## src/rtl/input_conditioner.sv

```systemverilog
// Input front-end for the lighting controller: synchronizes the button and PIR
// pins, debounces the button, classifies presses and qualifies motion.
module input_conditioner #(
  parameter int DEBOUNCE_CYCLES   = 100000,
  parameter int LONG_PRESS_CYCLES = 150000000,
  parameter int PIR_MIN_CYCLES    = 50
) (
  input  logic clk,
  input  logic rst,
  input  logic push_button,
  input  logic infravermelho,
  output logic btn_level,
  output logic btn_press,
  output logic btn_short,
  output logic btn_long,
  output logic motion_level,
  output logic motion_start
);

  localparam int DEB_W  = $clog2(DEBOUNCE_CYCLES + 1);
  localparam int HOLD_W = $clog2(LONG_PRESS_CYCLES + 1);
  localparam int PIR_W  = $clog2(PIR_MIN_CYCLES + 1);

  localparam logic [DEB_W-1:0]  DEB_LAST  = DEB_W'(DEBOUNCE_CYCLES - 1);
  localparam logic [HOLD_W-1:0] HOLD_LAST = HOLD_W'(LONG_PRESS_CYCLES - 1);
  localparam logic [PIR_W-1:0]  PIR_LAST  = PIR_W'(PIR_MIN_CYCLES - 1);
  localparam logic [PIR_W-1:0]  PIR_FULL  = PIR_W'(PIR_MIN_CYCLES);

  // Bit 0 = button, bit 1 = PIR; each gets its own two-flop synchronizer.
  logic [1:0] raw_in;
  logic [1:0] sync_out;

  assign raw_in = {infravermelho, push_button};

  genvar gi;
  generate
    for (gi = 0; gi < 2; gi++) begin : g_sync
      logic s1_reg;
      logic s2_reg;

      always_ff @(posedge clk) begin
        if (rst) begin
          s1_reg <= 1'b0;
          s2_reg <= 1'b0;
        end else begin
          s1_reg <= raw_in[gi];
          s2_reg <= s1_reg;
        end
      end

      assign sync_out[gi] = s2_reg;
    end
  endgenerate

  logic btn_s2;
  logic pir_s2;

  assign btn_s2 = sync_out[0];
  assign pir_s2 = sync_out[1];

  // Button debounce: the level flips only after a run of DEBOUNCE_CYCLES differing samples.
  logic [DEB_W-1:0] deb_cnt_reg;
  logic             btn_level_reg;
  logic             btn_press_reg;

  always_ff @(posedge clk) begin
    if (rst) begin
      deb_cnt_reg   <= '0;
      btn_level_reg <= 1'b0;
      btn_press_reg <= 1'b0;
    end else begin
      btn_press_reg <= 1'b0;
      if (btn_s2 == btn_level_reg) begin
        deb_cnt_reg <= '0;
      end else if (deb_cnt_reg == DEB_LAST) begin
        btn_level_reg <= btn_s2;
        btn_press_reg <= btn_s2;
        deb_cnt_reg   <= '0;
      end else begin
        deb_cnt_reg <= deb_cnt_reg + 1'b1;
      end
    end
  end

  // Press classifier: exactly one short or long event per debounced press.
  typedef enum logic [1:0] {
    ST_IDLE    = 2'd0,
    ST_PRESSED = 2'd1,
    ST_LONG    = 2'd2
  } press_state_t;

  press_state_t      state_reg;
  press_state_t      state_next;
  logic [HOLD_W-1:0] hold_cnt_reg;
  logic [HOLD_W-1:0] hold_cnt_next;
  logic              btn_short_reg;
  logic              btn_short_next;
  logic              btn_long_reg;
  logic              btn_long_next;

  always_ff @(posedge clk) begin
    if (rst) begin
      state_reg     <= ST_IDLE;
      hold_cnt_reg  <= '0;
      btn_short_reg <= 1'b0;
      btn_long_reg  <= 1'b0;
    end else begin
      state_reg     <= state_next;
      hold_cnt_reg  <= hold_cnt_next;
      btn_short_reg <= btn_short_next;
      btn_long_reg  <= btn_long_next;
    end
  end

  always_comb begin
    state_next     = state_reg;
    hold_cnt_next  = hold_cnt_reg;
    btn_short_next = 1'b0;
    btn_long_next  = 1'b0;
    case (state_reg)
      ST_IDLE: begin
        if (btn_level_reg) begin
          state_next    = ST_PRESSED;
          hold_cnt_next = HOLD_W'(1);
        end
      end
      ST_PRESSED: begin
        if (!btn_level_reg) begin
          btn_short_next = 1'b1;
          state_next     = ST_IDLE;
        end else if (hold_cnt_reg == HOLD_LAST) begin
          btn_long_next = 1'b1;
          state_next    = ST_LONG;
        end else begin
          hold_cnt_next = hold_cnt_reg + 1'b1;
        end
      end
      ST_LONG: begin
        if (!btn_level_reg) begin
          state_next = ST_IDLE;
        end
      end
      default: begin
        state_next = ST_IDLE;
      end
    endcase
  end

  // Motion: rise needs PIR_MIN_CYCLES consecutive highs, any low drops it at once.
  logic [PIR_W-1:0] pir_cnt_reg;
  logic             motion_level_reg;
  logic             motion_start_reg;

  always_ff @(posedge clk) begin
    if (rst) begin
      pir_cnt_reg      <= '0;
      motion_level_reg <= 1'b0;
      motion_start_reg <= 1'b0;
    end else begin
      motion_start_reg <= 1'b0;
      if (!pir_s2) begin
        pir_cnt_reg      <= '0;
        motion_level_reg <= 1'b0;
      end else if (motion_level_reg) begin
        pir_cnt_reg <= PIR_FULL;
      end else if (pir_cnt_reg == PIR_LAST) begin
        pir_cnt_reg      <= PIR_FULL;
        motion_level_reg <= 1'b1;
        motion_start_reg <= 1'b1;
      end else begin
        pir_cnt_reg <= pir_cnt_reg + 1'b1;
      end
    end
  end

  assign btn_level    = btn_level_reg;
  assign btn_press    = btn_press_reg;
  assign btn_short    = btn_short_reg;
  assign btn_long     = btn_long_reg;
  assign motion_level = motion_level_reg;
  assign motion_start = motion_start_reg;

endmodule

```

## config.mk

```make
export PLATFORM = sky130hd
export DESIGN_NAME = input_conditioner
export DESIGN_NICKNAME = d
export VERILOG_FILES = /design/src/rtl/input_conditioner.sv
export SDC_FILE = /design/constraint.sdc
export NUM_CORES = 1
export LEC_CHECK = 0
export ABC_AREA = 1
export ABC_CLOCK_PERIOD_IN_PS = 4500
export BUFFER_PORTS_ARGS = -buffer_cell sky130_fd_sc_hd__buf_2
export CORE_UTILIZATION = 40
export CTS_CLUSTER_SIZE = 16
export DETAILED_ROUTE_END_ITERATION = 6
export PLACE_DENSITY_LB_ADDON = 0.15
export REMOVE_ABC_BUFFERS = 1
export SLEW_MARGIN = 15
export SYNTH_ARGS = -nofsm -noshare
export SYNTH_HDL_FRONTEND = slang
export SYNTH_SLANG_ARGS = --single-unit
```

## constraint.sdc

```tcl
create_clock -name clk -period 4.5 [get_ports clk]
set_input_delay 0.225 -clock clk [delete_from_list [all_inputs] [get_ports clk]]
set_output_delay 0.225 -clock clk [all_outputs]
set_load 0.01 [all_outputs]
```

# Yosys cells after proc, flatten, opt, wreduce, memory -nomap -nowiden
# Index checks and enable logic that the tools add are counted.
# totals
rom_bits	0
reg_bits	63
output_inout_bits	6
latchBits	0
mem_count	0
ramBits	0
elab_cells	61
in_bits	4
# classes
n_reduce_logical	12
n_eq_ne	11
multipliers	0
n_mux	15
n_lt_le_gt_ge	0
div_mod_pow	0
bitwise	5
shift	0
n_addsub	3
# op_table
cell	count
$mux W28	3
$pmux W28 S2	1
$add A28 B1 Y28 const B	1
$eq A28 B28 Y1 const B	1
$add A17 B1 Y17 const B	1
$eq A17 B17 Y1 const B	1
$mux W6	2
$reduce_or A3 Y1	4
$mux W2	4
$ne A2 B2 Y1 const B	4
$add A6 B1 Y6 const B	1
$eq A6 B6 Y1 const B	1
$pmux W2 S3	1
$not A1 Y1	5
$mux W1	4
$reduce_and A4 Y1	1
$reduce_or A2 Y1	2
$reduce_or A4 Y1	1
$ne A3 B3 Y1 const B	1
$reduce_and A3 Y1	1
$eq A2 B1 Y1 const B	1
$eq A2 B2 Y1 const B	1
$logic_not A2 Y1	1
$reduce_and A2 Y1	1
2 further kinds	2

# Longest topological paths before layout
# depth
ltp_word	4
mapped_depth	12
mapped_depth_nobuf	11

# Least setup slack after synthesis
# Ideal clock, no wire load.
# synth_timing
path_type	register -> register
startpoint	register hold_cnt_reg[0]
endpoint	register hold_cnt_reg[15]
path_stages_with_launch	12
setup_ns	0.132
path_slack_ns	2.967
required_time_ns	4.368
t_arrival_ns	1.401
path_cell_list	dfxtp_1 ha_1 nand2_1 nor2_4 nand2_1 nor2_1 nand3_2 nand2_2 nand2_2 buf_2 nand2_1 a21oi_1
# synth_between
elab_chain_cells	4
word_cells_on_any_way	7
classes_between	add/sub (1); eq/ne (2); mux (3); reduce/logical (1)
# synth_lines
item	line	source
start: declaration	94	logic [HOLD_W-1:0] hold_cnt_reg;
start signal: assignment	109	hold_cnt_reg <= hold_cnt_next;
$add A28 B1 Y28	135	hold_cnt_next = hold_cnt_reg + 1'b1;
$mux W28	131	end else if (hold_cnt_reg == HOLD_LAST) begin
$mux W28	128	if (!btn_level_reg) begin
$pmux W28 S2	120	case (state_reg)
# Several ways; a longest one is shown, not always the timed one. The select of a mux whose other input is x is not followed.
# A chain may end at the register's enable or synchronous reset.

# Final worst setup path
# layout_timing
startpoint	register btn_level_reg (netlist: btn_level)
endpoint	register hold_cnt_reg[23]
# layout_between
elab_chain_cells	2
word_cells_on_any_way	3
classes_between	eq/ne (2); reduce/logical (1)
# layout_lines
item	line	source
start: declaration	63	logic btn_level_reg;
start signal: assignment	76	btn_level_reg <= btn_s2;
$ne A2 B2 Y1 (no source line)	-	
$reduce_and A4 Y1 (no source line) *	-	
# Mark *: on every way between the ends. The rest lies on a longest branch, timed or not.

==> metrics.md <==
| Metric | Value |
|---|---|
| Crit-path slowest cell | nor2_2 |
| Most common cell after layout, fill and taps aside | nand2_1 |
| Most frequent cells in the layout | 116 x nand2_1, 106 x nor2_1, 63 x dfxtp_1, 57 x inv_1, 35 x nand3_1 |
| Crit path DAT | 2160 ps |
| Area growth, synth to finish | 9.247% |
| Vias in the first global route | 2784 |
| Num rows | 32 |
| M1 WL | 3368 um |
| Max_cap viols | 0 |
| Worst-path clk slew | 70 ps |
| Resized Gates After CTS | 0 |
| Layout cells sized above 1 | 8.824% |
| P per Cell Area | 295.1 nW/um2 |
| Clk root buf | clkbuf_8 |
| TritonRoute pass-1 iters | 4 |
| Die W | 92.48 um |
| RSZ-0062 raised after global routing | false |
| Status | complete, no violations |
| Mapped Area | 3274 um2 |
| CP Capture Type | register |
| Largest cells by area after synthesis | dfxtp_1 39%, nand2_1 13%, nor2_1 12% |
| CP bufs+invs | 1 |
| Critical-path cell list | inv_1, nor2_2, nand2_1, nand2_2, nand3_1, nand2_1, nor2_1 |
| Max Used Layer | met4 |
| EDFF count, synth | 0 |
| Distinct cells, synth | 32 |
| Yosys warning count | 0 |
| Hold_buf cts | 0 |
| TritonCTS Buffers | 9 |
| CTS Buffer Depth | 2 |
| Cell family with most CP delay | simple AND/OR/NAND/NOR gates |
| Synth Flop Type | dfxtp_1 |
| Cells after Synth | 495 |
| Worst skew pair latency | 340 ps |
| Area share of the largest cell type after synthesis | 38.52% |
| Post-synthesis register bit count | 63 |
| Max reg flops | 28 |
| Filler cells | 824 |
| Pleak | 1.305 nW |
| Core region area | 7807 um2 |
| Clock Skew | 10.57 ps |
| Global-route wire length before repair | 12090 um |
| WS Path Type | reg2reg |
| Share of the yosys chip area belonging to registers | 38.52% |
| Hpwl dp | 4946 um |
| Fin. max-slew vios | 0 |
| Ant. Diodes | 0 |
| H-tree Lvls | 3 |
| Antenna Violating Nets Remaining | 0 |
| Post-CTS setup buffer count | 0 |
| CP max stage delay | 480 ps |
| Grt ovf | 0 |
| Final worst path period need | 1929 ps |
| Initial core utilization | 41.94% |
| GRT Total Usage | 17.82% |
| Largest fanout on the critical path | 20 |
| Cell taking the most area after synthesis | dfxtp_1 |
| Total number of vias | 2974 |
| Fin util | 45.82% |
| Setup violators final | 0 |
| Nature of the critical path startpoint | register |
| Nets@finish | 513 |
| WL/cell | 11.03 um |
| Largest net degree at the start of global routing | 24 |
| Syn Area/Cell | 6.615 um2 |
| Worst slew margin | 49.68% |
| Met3 WL | 246 um |
| Cell Area, Placed | 3388 um2 |
| Residual DRC | 0 |
| CTS tree | done |
| Setup_tns | 0 ps |
| Initial DRC Count | 135 |
| Post-route cell area | 3577 um2 |
| GPL Wtd Cong | 0.8916 |
| Slew @ Worst Pin | 752.6 ps |
| Io pins | 10 |
| Asr flop ratio synth | 0% |
| Met2 wire len | 3045 um |
| Post-DR vias/cell | 4.859 |
| Final hold vios | 0 |
| FMAX | 0.5184 GHz |
| Clk sinks | 63 |
| Die Area | 8552 um2 |
| Initial antenna violation count | 0 |
| Most common cell on crit path | nand2_1 |
| Hold WC Path Type | in2reg |
| Die height | 92.48 um |
| Tcrit/Tclk final | 42.87% |
| Pwr Total | 0.001056 W |
| Peak VDD IR | 0.1167 mV |
| IO buf count | 9 |
| Final WL | 6753 um |
| CP Data Required Time | 4730 ps |
-- metrics by stage --
step / setup slack (ps) / instances / hold slack, ps
after floorplan: 2894 / 485 / 294.1
after global placement: 2665 / 596 / 401.5
after detailed placement: 2572 / 596 / 394.8
after CTS: 2566 / 612 / 68.21
after global routing: 2374 / 612 / 65.94
final: 2571 / 612 / 81.62
-- kinds of logic (layout without fill, tap and decap cells) --
group / Yosys count / after routing / share of synthesized area, %
AO/OA/AOI/OAI: 36 / 36 / 6.114
XOR/XNOR: 14 / 14 / 3.745
adder cells (fa/ha/maj): 4 / 4 / 1.529
buffers and inverters: 68 / 83 / 8.445
flip-flops: 63 / 63 / 38.52
AND/OR/NAND/NOR: 310 / 310 / 41.65
-- path summary, 6_finish.rpt --
path	from	endpoint	slack [ps]	cells past startpoint
hold reg to reg	g_sync[1].s1_reg$_SDFF_PP0_	g_sync[1].s2_reg$_SDFF_PP0_	400	2
hold / removal	infravermelho	g_sync[1].s1_reg$_SDFF_PP0_	80	3
setup / recovery	btn_level$_SDFFE_PP0P_	hold_cnt_reg[23]$_SDFFE_PP0P_	2570	7
setup reg to reg	btn_level$_SDFFE_PP0P_	hold_cnt_reg[23]$_SDFFE_PP0P_	2570	7
-- cell usage after synthesis, types with 3 or more instances --
cell type / count
xor2_1: 9
xnor2_1: 5
nand3_1: 35
o21ai_0: 3
buf_2: 5
nor3b_1: 6
ha_1: 4
clkbuf_1: 3
inv_1: 57
nor3_1: 11
nand2_2: 5
nor2_2: 6
nand4_1: 13
dfxtp_1: 63
nor2_1: 106
nand2_1: 116
a21oi_1: 27
-- final cells by class --
| cell class | instances | area [um2] | share of cell area, % |
|---|---|---|---|
| multi-input combinational | 364 | 1737 | 48.55 |
| inverter | 58 | 217.7 | 6.086 |
| clock inverter | 6 | 61.31 | 1.714 |
| tap | 102 | 127.6 | 3.568 |
| sequential | 63 | 1261 | 35.26 |
| clock buffer | 10 | 127.6 | 3.568 |
| timing repair buffer | 9 | 45.04 | 1.259 |
-- worst reg2reg max path, stage by stage, from the launching register on --
cell     delay [ps]
dfxtp_1         430
inv_1           110
nor2_2          480
nand2_1         170
nand2_2         360
nand3_1         140
nand2_1          90
nor2_1           40
-- where the power goes --
group	leakage [nW]	internal (W)	switching, W
clock	0.0960	0.000254	0.000228
combinational	0.701	0.00000316	0.00000998
sequential	0.508	0.000559	0.00000113
-- routing by layer --
metal  global-route usage [%]  vias to the layer above
met4                    8.073                        0
met1                    22.85                     1338
met2                    28.33                       43
li1                         -                     1584
met5                        0                        -
met3                    4.105                        9
(Power assumes the default switching activity.)
